### config.mk
export PLATFORM = sky130hd
export DESIGN_NAME = cobs_rx_arbiter
export DESIGN_NICKNAME = d
export VERILOG_FILES = /design/src/rtl/cobs_pkg.sv /design/src/rtl/rr_arbiter.sv /design/src/rtl/cobs_rx_arbiter.sv
export SDC_FILE = /design/constraint.sdc
export NUM_CORES = 1
export LEC_CHECK = 0
export ABC_CLOCK_PERIOD_IN_PS = 4600
export CAP_MARGIN = 20
export CORE_MARGIN = 2
export CORE_UTILIZATION = 51
export DETAILED_ROUTE_END_ITERATION = 16
export HOLD_SLACK_MARGIN = 0.12
export PLACE_DENSITY = 0.85
export SYNTH_ARGS = -nofsm -noshare
export SYNTH_HDL_FRONTEND = slang
export SYNTH_SLANG_ARGS = --single-unit
export TNS_END_PERCENT = 5
### constraint.sdc
create_clock -name clk -period 4.6 [get_ports clk]
set_clock_uncertainty 0.15 [all_clocks]
set_input_delay 0.69 -clock clk [delete_from_list [all_inputs] [get_ports clk]]
set_output_delay 0.69 -clock clk [all_outputs]
set_load 0.01 [all_outputs]
### src/rtl/cobs_pkg.sv
`default_nettype none
// ============================================================================
// Package : cobs_pkg
// Brief   : Byte width, COBS delimiter and arbiter state encoding.
// Revision: 1.0
// ============================================================================
package cobs_pkg;

  localparam int DW = 8;

  localparam logic [DW-1:0] COBS_DELIM = 8'h00;

  typedef enum logic [1:0] {
    ST_IDLE  = 2'd0,
    ST_GRANT = 2'd1,
    ST_FLUSH = 2'd2
  } state_e;

endpackage
`default_nettype wire

### src/rtl/rr_arbiter.sv
`default_nettype none
// ============================================================================
// Module  : rr_arbiter
// Brief   : Combinational pick of the first requester at or after ptr.
// Revision: 1.0
// ============================================================================
module rr_arbiter #(
  parameter  int NCH = 4,
  localparam int CW  = $clog2(NCH)
) (
  input  logic [NCH-1:0] req,
  input  logic [CW-1:0]  ptr,
  output logic [CW-1:0]  gnt_idx,
  output logic           gnt_any
);

  logic [CW:0] cand;

  // Scan NCH positions starting at ptr, wrapping at NCH (not at 2**CW).
  always_comb begin
    gnt_idx = '0;
    gnt_any = 1'b0;
    cand    = '0;
    for (int i = 0; i < NCH; i++) begin
      cand = {1'b0, ptr} + (CW+1)'(i);
      if (cand >= (CW+1)'(NCH)) begin
        cand = cand - (CW+1)'(NCH);
      end
      if (!gnt_any && req[cand[CW-1:0]]) begin
        gnt_any = 1'b1;
        gnt_idx = cand[CW-1:0];
      end
    end
  end

endmodule
`default_nettype wire

### src/rtl/cobs_rx_arbiter.sv
`default_nettype none
// ============================================================================
// Module  : cobs_rx_arbiter
// Brief   : Shares one COBS decoder input among NCH channels, a frame per grant.
// Revision: 1.0
// ============================================================================
module cobs_rx_arbiter
  import cobs_pkg::*;
#(
  parameter  int NCH     = 4,
  parameter  int TIMEOUT = 1024,
  localparam int CW      = $clog2(NCH),
  localparam int TW      = $clog2(TIMEOUT) + 1
) (
  input  logic                   clk,
  input  logic                   rst_n,
  input  logic [NCH-1:0][DW-1:0] s_data,
  input  logic [NCH-1:0]         s_valid,
  output logic [NCH-1:0]         s_ready,
  output logic [DW-1:0]          m_data,
  output logic                   m_valid,
  input  logic                   m_ready,
  output logic [CW-1:0]          m_chan,
  output logic                   m_last,
  output logic                   abort,
  output logic                   busy
);

  localparam logic [TW-1:0] TCNT_MAX = '1;
  localparam logic [TW-1:0] TCNT_HIT = TW'(TIMEOUT - 1);
  localparam logic [CW-1:0] LAST_CH  = CW'(NCH - 1);

  state_e          state_q,   state_d;
  logic [CW-1:0]   gnt_q,     gnt_d;
  logic [CW-1:0]   rr_ptr_q,  rr_ptr_d;
  logic            seen_q,    seen_d;
  logic [TW-1:0]   tcnt_q,    tcnt_d;
  logic [DW-1:0]   m_data_q,  m_data_d;
  logic            m_valid_q, m_valid_d;
  logic [CW-1:0]   m_chan_q,  m_chan_d;
  logic            m_last_q,  m_last_d;
  logic            abort_q,   abort_d;

  logic [CW-1:0]   arb_idx;
  logic            arb_any;
  logic            slot_free;
  logic            g_valid;
  logic [DW-1:0]   g_data;
  logic            g_acc;
  logic            tmo_hit;

  rr_arbiter #(
    .NCH     (NCH)
  ) u_rr_arbiter (
    .req     (s_valid),
    .ptr     (rr_ptr_q),
    .gnt_idx (arb_idx),
    .gnt_any (arb_any)
  );

  assign slot_free = !m_valid_q || m_ready;
  assign g_valid   = s_valid[gnt_q];
  assign g_data    = s_data[gnt_q];
  assign g_acc     = (state_q == ST_GRANT) && g_valid && slot_free;
  assign tmo_hit   = (tcnt_q >= TCNT_HIT);

  always_comb begin
    state_d   = state_q;
    gnt_d     = gnt_q;
    rr_ptr_d  = rr_ptr_q;
    seen_d    = seen_q;
    tcnt_d    = tcnt_q;
    m_data_d  = m_data_q;
    m_chan_d  = m_chan_q;
    m_last_d  = m_last_q;
    m_valid_d = m_valid_q && !m_ready;
    abort_d   = 1'b0;
    s_ready   = '0;

    case (state_q)
      ST_IDLE: begin
        if (arb_any) begin
          gnt_d    = arb_idx;
          rr_ptr_d = (arb_idx == LAST_CH) ? '0 : arb_idx + CW'(1);
          seen_d   = 1'b0;
          tcnt_d   = '0;
          state_d  = ST_GRANT;
        end
      end

      ST_GRANT: begin
        s_ready[gnt_q] = slot_free;
        if (g_acc) begin
          if (g_data != COBS_DELIM) begin
            m_data_d  = g_data;
            m_chan_d  = gnt_q;
            m_last_d  = 1'b0;
            m_valid_d = 1'b1;
            seen_d    = 1'b1;
            tcnt_d    = '0;
          end else if (seen_q) begin
            m_data_d  = COBS_DELIM;
            m_chan_d  = gnt_q;
            m_last_d  = 1'b1;
            m_valid_d = 1'b1;
            tcnt_d    = '0;
            state_d   = ST_IDLE;
          end
          // A delimiter before any payload is swallowed and leaves the timer alone.
        end else if (!g_valid) begin
          if (tcnt_q != TCNT_MAX) begin
            tcnt_d = tcnt_q + TW'(1);
          end
          if (tmo_hit) begin
            state_d = seen_q ? ST_FLUSH : ST_IDLE;
          end
        end
      end

      ST_FLUSH: begin
        if (slot_free) begin
          m_data_d  = COBS_DELIM;
          m_chan_d  = gnt_q;
          m_last_d  = 1'b1;
          m_valid_d = 1'b1;
          abort_d   = 1'b1;
          state_d   = ST_IDLE;
        end
      end

      default: begin
        state_d = ST_IDLE;
      end
    endcase
  end

  always_ff @(posedge clk or negedge rst_n) begin
    if (!rst_n) begin
      state_q   <= ST_IDLE;
      gnt_q     <= '0;
      rr_ptr_q  <= '0;
      seen_q    <= 1'b0;
      tcnt_q    <= '0;
      m_data_q  <= '0;
      m_valid_q <= 1'b0;
      m_chan_q  <= '0;
      m_last_q  <= 1'b0;
      abort_q   <= 1'b0;
    end else begin
      state_q   <= state_d;
      gnt_q     <= gnt_d;
      rr_ptr_q  <= rr_ptr_d;
      seen_q    <= seen_d;
      tcnt_q    <= tcnt_d;
      m_data_q  <= m_data_d;
      m_valid_q <= m_valid_d;
      m_chan_q  <= m_chan_d;
      m_last_q  <= m_last_d;
      abort_q   <= abort_d;
    end
  end

  assign m_data  = m_data_q;
  assign m_valid = m_valid_q;
  assign m_chan  = m_chan_q;
  assign m_last  = m_last_q;
  assign abort   = abort_q;
  assign busy    = (state_q != ST_IDLE);

endmodule
`default_nettype wire

-- Word level (Yosys, flattened, before mapping)
Cells that the tools add are included.
Widths: inputs -> output; s select.
- add/subtract/negate cells: 9
- magnitude comparators: 11
- bitwise operators: 1
- reduce and logical (&&, ||, !) cells: 23
- shift-type cells: 0
- multiply operators: 0
- divide/modulo/power cells: 0
- multiplexer cells: 70
- equal/unequal tests: 15
- operator list (operator ; count):
    $mux 11 ; 6
    $mux 2 ; 21
    $mux 8 ; 5
    $mux 1 ; 23
    $pmux 11 s2 ; 1
    $bmux 8 s2 ; 1
    $pmux 8 s2 ; 1
    $lt 2x3->1 const B ; 5
    $ne 3x3->1 const B ; 4
    $add 11x1->11 const B ; 1
    $ge 11x10->1 const B ; 1
    $ne 11x11->1 const B ; 1
    $bmux 1 s2 ; 5
    $ge 3x3->1 const B ; 3
    $reduce_and 4->1 ; 2
    $reduce_bool 8->1 ; 1
    $sub 2x1->2 const B ; 4
    $logic_and 1x1->1 ; 7
    $add 2x2->3 const B ; 2
    $ne 2x2->1 const B ; 3
    $ne 3x2->1 const B ; 2
    $pmux 1 s2 ; 3
    $pmux 2 s3 ; 1
    $reduce_and 6->1 ; 1
    other kinds (18) ; 25
- register bits after elaboration: 31
- memories kept: 0
- output and inout port bits: 18
- bits in latches: 0
- ROM bits: 0
- bits in writable memories: 0

-- Longest topological paths before layout
Gate-level depths: netlist (run 1).
- depth in word-level cells: 16
- depth in mapped cells: 9
- depth with buffers taken out: 7

-- Modules after synthesis
Synthesis (run 1) repeated with hierarchy kept, for this count alone.
- cells, all modules: 190
- area, all modules: 2077.0 um^2
- modules (own cells, without submodules) (module ; sequential area each (um^2) ; instances ; cells each ; area an instance (um^2)):
    cobs_rx_arbiter ; 775.7 ; 1 ; 175 ; 1999.4
    rr_arbiter ; 0.0 ; 1 ; 15 ; 77.6

-- Worst setup path before layout (run 1)
Ideal clock, no wire load.
- path kind: input -> register
- from: input port s_data[8] (netlist bit)
- to: register m_chan_q[0] (netlist: m_chan[0])
- stages on the path: 6
- arrival: 2351 ps
- path buffers: 1
- slack: 1974 ps
- library setup time: 125 ps
- required time: 4325 ps
- path through: mux4_1 -> nor4_4 -> a21oi_1 -> o31a_1 -> buf_6 -> mux2_4
- cells in the longest elaborated chain, start to end: 6
- elaborated cells between the ends (all ways): 8
- those cells by class: eq/ne: 1; mux: 5; reduce/logical: 2
- RTL lines (what ; RTL line ; source):
    from (decl) ; cobs_rx_arbiter.sv:17 ; input logic [NCH-1:0][DW-1:0] s_data,
    $bmux 8 s2 * ; cobs_rx_arbiter.sv:63 ; assign g_data = s_data[gnt_q];
    $mux 8 (implied by the code) * ; cobs_rx_arbiter.sv:63 ;
    $reduce_bool 8->1 * ; cobs_rx_arbiter.sv:94 ; if (g_data != COBS_DELIM) begin
    $mux 2 ; cobs_rx_arbiter.sv:94 ;
    $mux 2 ; cobs_rx_arbiter.sv:93 ; if (g_acc) begin
    $pmux 2 s2 ; cobs_rx_arbiter.sv:80 ; case (state_q)
    to (signal assigned) ; cobs_rx_arbiter.sv:157 ; m_chan_q <= m_chan_d;
    to (decl) ; cobs_rx_arbiter.sv:40 ; logic [CW-1:0] m_chan_q, m_chan_d;
Every way passes the cells marked *; elsewhere a longest branch is shown, timed or not. The select of a mux whose other input is x is not followed.
A chain may end at the register's enable or synchronous reset.

-- Final worst setup path (run 1)
- from: input port m_ready
- to: output port s_ready[3]
- cells in the longest elaborated chain, start to end: 3
- RTL lines (what ; RTL line ; source):
    from (decl) ; cobs_rx_arbiter.sv:22 ; input logic m_ready,
    $logic_or 1x1->1 ; cobs_rx_arbiter.sv:61 ; assign slot_free = !m_valid_q || m_ready;
    $and 4x4->4 (no line) ; n/a ;
    $mux 4 ; cobs_rx_arbiter.sv:80 ;
    to (decl) ; cobs_rx_arbiter.sv:19 ; output logic [NCH-1:0] s_ready,
No other way between the ends.

==> summary.md, run 1 <==
| Metric | Value |
|---|---|
| Mapped cell area | `~0.0020 mm^2` |
| Async set-reset flop share out of synthesis | `1.00` |
| Initial Util | `0.533` |
| DR iter-0 viols | `around 130` |
| Cell with the most instances after synthesis | `dfrtp_1` |
| Root Buffer | `clkbuf_8` |
| Final setup viols | `0` |
| Synth area leader | `dfrtp_1` |
| Mapped Cells | `approximately 200` |
| Final instance area | `approximately 0.0026 mm^2` |
| Final hold violations | `0` |
| Setup WS pre-CTS | `1370 ps` |
| XOR/XNOR Fraction of Synth Area | `0.00446` |
| Max-slew violation count | `0` |
| Hold Slack | `approximately 360 ps` |
| Syn Area/Cell | `10.0 um^2` |
| Fin crit share | `0.686` |
| Simple-Gate Fraction of Synth Area | `0.165` |
| Diodes inserted | `0` |
| Final HPWL DP | `~3.7 mm` |
| Final min period | `roughly 3200 ps` |
| Post-CTS sizing | `0` |
| DIE AREA | `approximately 0.0044 mm^2` |
| Yosys cell types | `44` |
| Critical Path Source Type | `primary input` |
| Main combinational cell family by area after synthesis | `compound AO/OA/AOI/OAI gates` |
| CP Max Fanout | `8` |
| Multiplexer area fraction after synthesis | `0.143` |
| Actual slew at the worst max-slew pin | `approximately 640 ps` |
| Fillers | `between 200 and 300` |
| Vias/cell | `6.06` |
| Synth Net Count | `between 200 and 250` |
| Non-Filler Instances | `around 300` |
| Seq cells post-synth | `31` |
| Data required time of the critical path | `3760 ps` |
| Inst Count DP | `290` |
| Status | `finished, final reports clean` |
| Via Count | `between 1500 and 2000` |
| CTS tree | `yes` |
| Wire length per cell | `about 17 um` |
| Yosys top cell area share | `0.395` |
| Die width | `66.1 um` |
| Maxcap violations | `0` |
| Number of synthesized flops with an enable pin | `0` |
| I/O pins | `57` |
| Tot GR Track Use | `0.259` |
| Final wirelength | `roughly 5.1 mm` |
| Largest net degree at the start of global routing | `32` |
| Top cells by count, synth | `dfrtp_1 (31), nand2_1 (24), inv_1 (17)` |
| Hold WC Path Type | `flip-flop to flip-flop` |
| Data arrival, critical path | `roughly 2300 ps` |
| Compound-cell area share of the yosys netlist | `0.201` |
| Unrepaired setup endpoints after global routing | `false` |
| Setup CP Type | `primary input to output pin` |
| Core area | `around 0.0037 mm^2` |
| DRC Markers | `0` |
| CTS clk-pin slew, worst paths | `~60 ps` |
| Final #Nets | `292` |
| Number of buffers created by CTS | `5` |
| Pwr Density | `about 620 mW/mm^2` |
| LEAKAGE | `approximately 1.1 nW` |
| Setup total negative slack | `0 ps` |
| CTS Hold Buffers Added | `0` |
| Slew HR | `0.571` |
| Worst skew pair latency | `290 ps` |
| Synth-to-Final Area Change | `34.6%` |
| Antenna violations before repair | `0` |
| Top_reg_cell synth | `dfrtp_1` |
| Fmax | `317 MHz` |
| Final GP Congestion | `~0.83` |
| Final worst setup slack | `between 1000 and 1500 ps` |
| # clock sinks | `31` |
| Maximum root-to-sink buffer count | `2` |
| Vias in the first global route | `roughly 1800` |
| First-pass GRT wire length | `8.49 mm` |
| H-tree depth | `2` |
| Maximum vdd ir drop | `around 0.38 mV` |
| Layout cells sized above 1 | `0.0880` |
| Initial DRT Pass Iterations | `4` |
| Crit end category | `output pin` |
| Synth top area cells | `dfrtp_1 (39%), mux4_2 (6.9%), nand2_1 (4.6%)` |
| Synth Warn # | `0` |
| Sequential cell area fraction in the yosys report | `0.395` |
| Post-synthesis adder-cell area fraction | `0.0255` |
| Placed cell areas | `around 0.0025 mm^2` |
| IO buf count | `56` |
| FP Rows | `22` |
| GRT overflow | `0` |
| Final ANT Viol Nets | `0` |
| Post-CTS Setup Bufs | `0` |
| Die Ht | `approximately 66 um` |
where the power goes:
part	switching, mW	internal (mW)
Combinational	0.464	0.431
Clock	0.103	0.175
Sequential	0.103	0.372
placed cells by master (no fill, tap or decap), types with 2 or more instances in the layout:
| cell type | n |
|---|---|
| o211ai_1 | 4 |
| and3_1 | 9 |
| mux2_2 | 2 |
| a41oi_1 | 8 |
| mux4_1 | 3 |
| o21ai_0 | 10 |
| nor4_4 | 2 |
| a21oi_1 | 16 |
| nor2_1 | 5 |
| nand4_1 | 2 |
| dfrtp_1 | 31 |
| mux2i_1 | 3 |
| ha_1 | 4 |
| nand2b_1 | 3 |
| nand3_1 | 3 |
| clkbuf_8 | 6 |
| and2_1 | 4 |
| inv_1 | 17 |
| a21o_1 | 4 |
| nand2_1 | 24 |
| clkdlybuf4s50_1 | 56 |
| mux4_2 | 6 |
| a31oi_1 | 3 |
| nor4_1 | 4 |
per-layer routing:
layer,track usage,wire [um],vias up
met4,0.0816,93,0
met2,0.451,2630,61
met5,0,0,-
met3,0.0477,236,9
met1,0.326,2120,897
li1,-,-,839
kinds of logic after synthesis:
family                   after synthesis
multiplexers                          15
AND/OR/NAND/NOR                       59
AO/OA/AOI/OAI                         58
XOR/XNOR                               1
adder cells (fa/ha/maj)                4
flip-flops                            31
buffers and inverters                 28
worst paths after layout:
check / start / endpoint / slack (ps) / depth (start not counted)
worst min register to register: m_chan[1]$_DFFE_PN0P_ / m_chan[1]$_DFFE_PN0P_ / 360 / 1
worst max register to register: gnt_q[0]$_DFFE_PN0P_ / tcnt_q[6]$_DFFE_PN0P_ / 1590 / 5
worst min-delay path: m_chan[1]$_DFFE_PN0P_ / m_chan[1]$_DFFE_PN0P_ / 360 / 1
max in group asynchronous: rst_n / tcnt_q[7]$_DFFE_PN0P_ / 3360 / 2
worst max-delay path: m_ready / s_ready[3] / 1440 / 5
min in group asynchronous: rst_n / rr_ptr_q[0]$_DFFE_PN0P_ / 640 / 2
per-stage QoR:
stage | utilization | power [mW]
CTS | 0.717 | 1.65
floorplan | - | 1.09
detailed placement | 0.685 | 1.36
global route | 0.717 | 1.76
global placement | 0.685 | 1.33
finish | 0.717 | 1.65
worst max-delay path: stages:
cell	delay [ps]
clkdlybuf4s50_1	490
nand2b_1	300
nand3_1	150
nor2_1	140
clkdlybuf4s50_1	550
cell type report:
cell class / instances / area (um^2) / area share
clock buffer: 6 / 82.6 / 0.0312
clock inverter: 2 / 35.0 / 0.0132
inverter: 17 / 63.8 / 0.0241
multi-input combinational: 137 / 1060 / 0.401
sequential: 31 / 776 / 0.293
tap: 48 / 60.1 / 0.0227
timing repair buffer: 57 / 568 / 0.215
flip-flops by register name, summed over array words and instances (netlist names):
register,cells
m_data,8
gnt_q,2
tcnt_q,11
state_q,2
rr_ptr_q,2
m_last,1
m_valid,1
abort,1
m_chan,2
seen_q,1
(Power assumes the default switching activity.)
==> inputs of run 2 (changes only) <==
--- a/config.mk
+++ b/config.mk
@@ -5,13 +5,13 @@
 export SDC_FILE = /design/constraint.sdc
 export NUM_CORES = 1
 export LEC_CHECK = 0
-export ABC_CLOCK_PERIOD_IN_PS = 4600
+export ABC_CLOCK_PERIOD_IN_PS = 2700
 export CAP_MARGIN = 20
 export CORE_MARGIN = 2
-export CORE_UTILIZATION = 51
+export CORE_UTILIZATION = 43
 export DETAILED_ROUTE_END_ITERATION = 16
 export HOLD_SLACK_MARGIN = 0.12
-export PLACE_DENSITY = 0.85
+export PLACE_DENSITY = 0.76
 export SYNTH_ARGS = -nofsm -noshare
 export SYNTH_HDL_FRONTEND = slang
 export SYNTH_SLANG_ARGS = --single-unit
==> constraint.sdc (replaced) <==
create_clock -name clk -period 2.7 [get_ports clk]
set_clock_uncertainty 0.15 [all_clocks]
set_input_delay 0.405 -clock clk [delete_from_list [all_inputs] [get_ports clk]]
set_output_delay 0.405 -clock clk [all_outputs]
set_load 0.01 [all_outputs]
==> run 2 against run 1 <==
  * Sequential share of layout area shrank 1.2 points
  * Global-route usage decreased by 3.7 points
  * Count of clock-buffer cells in the layout up 1
  * Utilization is 8.7 points lower
  * Die area is 17% higher
  * Wire length grew 2.3%
  * Non-clock buffer count up 19
  * Via count grew 0.55%
  * Flip-flop and latch count stayed put
  * Register-to-register slack got worse by 1400 ps
  * Setup slack worse by 1300 ps
  * Critical endpoint is now s_ready[0]
  * Largest power group unchanged
==> summary.md, run 2 (synthesis gave the netlist of run 1 again) <==
| Metric | Value |
|---|---|
| Maximum root-to-sink buffer count | `2 (unchanged)` |
| Final setup viols | `0 (unchanged)` |
| Tot GR Track Use | `0.222 (-0.0371)` |
| Critical Path Source Type | `flip-flop` |
| FP Rows | `24 (+9.1%)` |
| CTS Hold Buffers Added | `0 (unchanged)` |
| Final HPWL DP | `3.96 mm (+7.7%)` |
| Reg2Reg Depth | `7 (+2)` |
| Maximum vdd ir drop | `0.498 mV (+32%)` |
| DR iter-0 viols | `103 (-23%)` |
| Antenna violations before repair | `0 (unchanged)` |
| Vias/cell | `5.66 (-6.7%)` |
| Post-CTS sizing | `1 (+1)` |
| Commonest non-fill, non-tap cells in the layout | `clkdlybuf4s50_1 (55), dfrtp_1 (29), nand2_1 (24), buf_4 (20), inv_1 (17)` |
| LEAKAGE | `1.21 nW (+7.8%)` |
| Final #Nets | `311 (+6.5%)` |
| Pwr Density | `1040 mW/mm^2 (+67%)` |
| Fin util | `0.630 (-0.0867)` |
| IO buf count | `56 (unchanged)` |
| Crit path capture | `s_ready[0]` |
| DIE AREA | `0.00513 mm^2 (+17%)` |
| Max reg flops | `11 (unchanged)` |
| Layout cells sized above 1 | `0.156 (+0.0681)` |
| Via Count | `1816 (+0.55%)` |
| H-tree depth | `2 (unchanged)` |
| Data required time of the critical path | `2140 ps (-1620 ps)` |
| Final hold violations | `0 (unchanged)` |
| Area of the multi-input gates | `0.00106 mm^2 (+0.24%)` |
| Final min period | `around 2600 ps` |
| First-pass GRT wire length | `8.80 mm (+3.7%)` |
| Root Buffer | `clkbuf_8` |
| Crit end category | `output pin` |
| Post-CTS Setup Bufs | `0 (unchanged)` |
| DRC Markers | `0 (unchanged)` |
| Die width | `71.6 um (+8.4%)` |
| Fin crit share | `0.959` |
| Critical Path Source | `state_q[1]$_DFFE_PN0P_` |
| Worst reg2reg setup slack | `150 ps (-1440 ps)` |
| Unrepaired setup endpoints after global routing | `false` |
| Initial Util | `0.448 (-0.0845)` |
| Actual slew at the worst max-slew pin | `464 ps (-180 ps)` |
| Hold WC Path Type | `primary input to async pin` |
| Setup CP Type | `flip-flop to output pin` |
| RR Endpoint | `m_data[4]$_DFFE_PN0P_` |
| Worst skew pair latency | `290 ps (about the same)` |
| Slew HR | `0.690 (+0.119)` |
| Core area | `0.00438 mm^2 (+19%)` |
| Setup total negative slack | `0 ps (unchanged)` |
| Largest net degree at the start of global routing | `32 (unchanged)` |
| GRT overflow | `0 (unchanged)` |
| Initial DRT Pass Iterations | `4 (unchanged)` |
| Most common cell after layout, fill and taps aside | `clkdlybuf4s50_1` |
| Max-slew violation count | `0 (unchanged)` |
| Non-Filler Instances | `321 (+7.7%)` |
| Inst Count DP | `313 (+7.9%)` |
| Final ANT Viol Nets | `0 (unchanged)` |
| CP Max Fanout | `9 (+1)` |
| I/O pins | `57 (unchanged)` |
| Synth-to-Final Area Change | `40.7%` |
| # clock sinks | `31 (unchanged)` |
| Maxcap violations | `0 (unchanged)` |
| Diodes inserted | `0 (unchanged)` |
| Number of buffers created by CTS | `5 (unchanged)` |
| CTS clk-pin slew, worst paths | `70 ps (about the same)` |
| Vias in the first global route | `1876 (+6.5%)` |
| Final GP Congestion | `0.818 (-1.9%)` |
| Fillers | `354 (+20%)` |
| Final wirelength | `5.19 mm (+2.3%)` |
| CTS tree | `yes` |
| Data arrival, critical path | `2030 ps (-290 ps)` |
| Status | `finished, final reports clean` |
| Fmax | `slightly below 400 MHz` |
| Wire length per cell | `16.2 um (-5.0%)` |
| Die Ht | `71.6 um (+8.4%)` |
| Biggest register | `tcnt_q` |
| Worst r2r src | `gnt_q[0]$_DFFE_PN0P_` |
| Reg area | `778 um^2 (+0.32%)` |
==> run 2: power by group <==
part / switching [mW] / internal [mW]
Sequential: 0.151 / 0.637
Combinational: 0.855 / 0.875
Clock: 0.175 / 0.181
==> run 2: worst max-delay path: stages (launching register included) <==
cell and delay (ps):
dfrtp_1 390, inv_1 100, ha_2 280, inv_1 140, nor4_1 240, clkdlybuf4s50_1 590
==> run 2: through the flow <==
stage	power [mW]	hold slack, ps	worst slack (ps)	area (um^2)
2_1_floorplan	1.86	-40.6	257	1960
3_3_place_gp	2.46	350	-7.04	2680
3_5_place_dp	2.51	352	-118	2680
4_1_cts	2.88	366	13.0	2760
5_1_grt	3.07	385	38.2	2760
6_report	2.87	354	111	2760
==> run 2: per-layer routing <==
layer	vias up	part of all wire	track usage	wire, um
li1	879	-	-	-
met1	871	0.43	0.289	2210
met2	59	0.51	0.376	2650
met3	7	0.049	0.0281	255
met4	0	0.014	0.0881	72
met5	-	0	0	0
==> run 2: worst min path at each step <==
stage | start | endpoint | slack [ps] | cells after the start
2_1_floorplan | rst_n | abort$_DFF_PN0_ | -40 | 0
6_report | rst_n | rr_ptr_q[0]$_DFFE_PN0P_ | 350 | 2
5_1_grt | rst_n | rr_ptr_q[0]$_DFFE_PN0P_ | 390 | 2
4_1_cts | m_chan[1]$_DFFE_PN0P_ | m_chan[1]$_DFFE_PN0P_ | 370 | 1
3_5_place_dp | m_chan[1]$_DFFE_PN0P_ | m_chan[1]$_DFFE_PN0P_ | 350 | 1
3_3_place_gp | m_chan[1]$_DFFE_PN0P_ | m_chan[1]$_DFFE_PN0P_ | 350 | 1
==> run 2: area by class of cell <==
| type | count | share of cell area |
|---|---|---|
| Clock buffer | 7 | 0.0276 |
| Clock inverter | 1 | 0.00181 |
| Inverter | 17 | 0.0231 |
| Multi-Input combinational cell | 137 | 0.384 |
| Sequential cell | 31 | 0.282 |
| Tap cell | 52 | 0.0235 |
| Timing Repair Buffer | 76 | 0.258 |
==> inputs of run 3 (changes only) <==
--- a/config.mk
+++ b/config.mk
@@ -8,10 +8,11 @@
 export ABC_CLOCK_PERIOD_IN_PS = 2700
 export CAP_MARGIN = 20
 export CORE_MARGIN = 2
-export CORE_UTILIZATION = 43
+export CORE_UTILIZATION = 44
+export CTS_BUF_LIST = sky130_fd_sc_hd__clkbuf_8
 export DETAILED_ROUTE_END_ITERATION = 16
 export HOLD_SLACK_MARGIN = 0.12
-export PLACE_DENSITY = 0.76
+export PLACE_DENSITY = 0.78
 export SYNTH_ARGS = -nofsm -noshare
 export SYNTH_HDL_FRONTEND = slang
 export SYNTH_SLANG_ARGS = --single-unit
==> run 3 against run 2 <==
  * Die area shrank 2.2%
  * Largest power group unchanged
  * Largest cell class unchanged
  * Wire length is 0.67% lower
  * Global-route usage grew 0.29 points
==> summary.md, run 3 (synthesis gave the netlist of run 1 again) <==
| Metric | Value |
|---|---|
| Final GP Congestion | `0.852 (+4.2%)` |
| Commonest non-fill, non-tap cells in the layout | `clkdlybuf4s50_1 (56), dfrtp_1 (30), nand2_1 (24), buf_4 (19), inv_1 (17)` |
| Crit end category | `output pin` |
| Fin util | `0.646 (+0.0160)` |
| Max-slew violation count | `0 (unchanged)` |
| Vias/cell | `5.62 (-0.74%)` |
| Maximum vdd ir drop | `0.565 mV (+13%)` |
| Unrepaired setup endpoints after global routing | `false` |
| Worst reg2reg setup slack | `150 ps (about the same)` |
| Maximum root-to-sink buffer count | `2 (unchanged)` |
| Max reg flops | `11 (unchanged)` |
| Most common cell after layout, fill and taps aside | `clkdlybuf4s50_1` |
| Core area | `0.00432 mm^2 (-1.4%)` |
| FP Rows | `24 (unchanged)` |
| Non-Filler Instances | `320 (-0.31%)` |
| Root Buffer | `clkbuf_8` |
| # clock sinks | `31 (unchanged)` |
| Antenna violations before repair | `0 (unchanged)` |
| Die Ht | `70.8 um (-1.1%)` |
| Flop pwr share | `0.267 (-0.007)` |
| Final wirelength | `5.16 mm (-0.67%)` |
| Wire length per cell | `16.1 um (-0.36%)` |
| Diodes inserted | `0 (unchanged)` |
| Worst skew pair latency | `280 ps (about the same)` |
| CTS tree | `yes` |
| Fin crit share | `0.970 (+0.0113)` |
| Final hold violations | `0 (unchanged)` |
| First-pass GRT wire length | `8.79 mm (about the same)` |
| Final HPWL DP | `3.97 mm (+0.47%)` |
| Vias in the first global route | `1742 (-7.1%)` |
| CP Max Fanout | `9 (unchanged)` |
| DRC Markers | `0 (unchanged)` |
| Total power | `2.95 mW (+2.8%)` |
| Switching portion of total power | `0.394 (-0.0173)` |
| Number of buffers created by CTS | `5 (unchanged)` |
| Pwr Density | `1060 mW/mm^2 (+1.7%)` |
| Final ANT Viol Nets | `0 (unchanged)` |
| Final worst setup slack | `81.0 ps (-30.4 ps)` |
| H-tree depth | `2 (unchanged)` |
| Biggest register | `tcnt_q` |
| Slew HR | `0.627 (-0.0631)` |
| Combinational power share | `0.573 (-0.029)` |
| Layout cells sized above 1 | `0.160 (+0.00431)` |
| LEAKAGE | `1.21 nW (-0.16%)` |
| Initial Util | `0.454 (+0.00622)` |
| Final #Nets | `310 (-0.32%)` |
| Pint | `1.79 mW (+5.8%)` |
| Tot GR Track Use | `0.225 (+0.00294)` |
| Critical Path Source Type | `flip-flop` |
| Sw power | `1.16 mW (-1.5%)` |
| I/O pins | `57 (unchanged)` |
| Die width | `70.8 um (-1.1%)` |
| Via Count | `1797 (-1.0%)` |
| Setup CP Type | `flip-flop to output pin` |
| Initial DRT Pass Iterations | `4 (unchanged)` |
| Synth-to-Final Area Change | `42.3%` |
| Final setup viols | `0 (unchanged)` |
| Data arrival, critical path | `2060 ps (+30 ps)` |
| CTS clk-pin slew, worst paths | `60 ps (about the same)` |
| Clk pwr share | `0.160 (+0.036)` |
| CTS Hold Buffers Added | `0 (unchanged)` |
| Maxcap violations | `0 (unchanged)` |
| Final min period | `2620 ps (+30.4 ps)` |
| Actual slew at the worst max-slew pin | `559 ps (+95.5 ps)` |
| DR iter-0 viols | `64 (-38%)` |
| Setup total negative slack | `0 ps (unchanged)` |
| Largest net degree at the start of global routing | `32 (unchanged)` |
| DIE AREA | `0.00501 mm^2 (-2.2%)` |
| Setup WS pre-CTS | `-111 ps (+6.81 ps)` |
| Hold WC Path Type | `primary input to async pin` |
| Inst Count DP | `312 (-0.32%)` |
| IO buf count | `56 (unchanged)` |
| Fmax | `382 MHz (-1.2%)` |
| Status | `finished, final reports clean` |
| Data required time of the critical path | `2140 ps (about the same)` |
| GRT overflow | `0 (unchanged)` |
[run 3: metal layers]
| layer | vias up | wire length [um] | global-route usage |
|---|---|---|---|
| li1 | 879 | - | - |
| met4 | 0 | 63 | 0.0629 |
| met5 | - | 0 | 0 |
| met1 | 878 | 2290 | 0.299 |
| met3 | 5 | 172 | 0.0527 |
| met2 | 35 | 2630 | 0.370 |
[run 3: worst paths after layout]
kind	from	end	cells after the start
worst max-delay path	state_q[1]$_DFFE_PN0P_	s_ready[0]	5
worst min-delay path	rst_n	rr_ptr_q[0]$_DFFE_PN0P_	2
worst max register to register	gnt_q[1]$_DFFE_PN0P_	m_data[1]$_DFFE_PN0P_	6
worst min register to register	tcnt_q[3]$_DFFE_PN0P_	tcnt_q[3]$_DFFE_PN0P_	1
max in group asynchronous	rst_n	gnt_q[0]$_DFFE_PN0P_	2
min in group clk	tcnt_q[3]$_DFFE_PN0P_	tcnt_q[3]$_DFFE_PN0P_	1
[run 3: power groups by stage]
stage	clock network, mW	registers, mW	logic, mW
2_1_floorplan	0	0.774	1.09
3_5_place_dp	0	0.795	1.67
6_report	0.473	0.787	1.69
3_3_place_gp	0	0.785	1.64
4_1_cts	0.487	0.785	1.69
5_1_grt	0.508	0.812	1.86
[run 3: area by class of cell]
| cell class | instances | area, um^2 |
|---|---|---|
| well taps | 52 | 65.1 |
| flip-flops and latches | 31 | 777 |
| multi-input cells | 137 | 1070 |
| fillers | 360 | 1530 |
| inverters | 17 | 63.8 |
| clock inverters | 2 | 35.0 |
| repair buffers | 75 | 703 |
| clock buffers | 6 | 82.6 |
[run 3: through the flow]
step           hold WS (ps)  instance area, um^2
2_1_floorplan         -40.6                 1960
3_3_place_gp            358                 2670
3_5_place_dp            364                 2670
4_1_cts                 369                 2790
5_1_grt                 402                 2800
6_report                354                 2800
[run 3: repair_timing]
| item | CTS | global route |
|---|---|---|
| gates resized for setup | 0 | 3 |
| endpoints found under the setup margin | 0 | 15 |
| buffers inserted | 0 | 0 |
[run 3: worst max-delay path, cell delays in order, from the launching register on]
cell and delay [ps]:
dfrtp_1 380, inv_1 100, ha_2 290, inv_1 160, nor4_1 250, clkdlybuf4s50_1 610
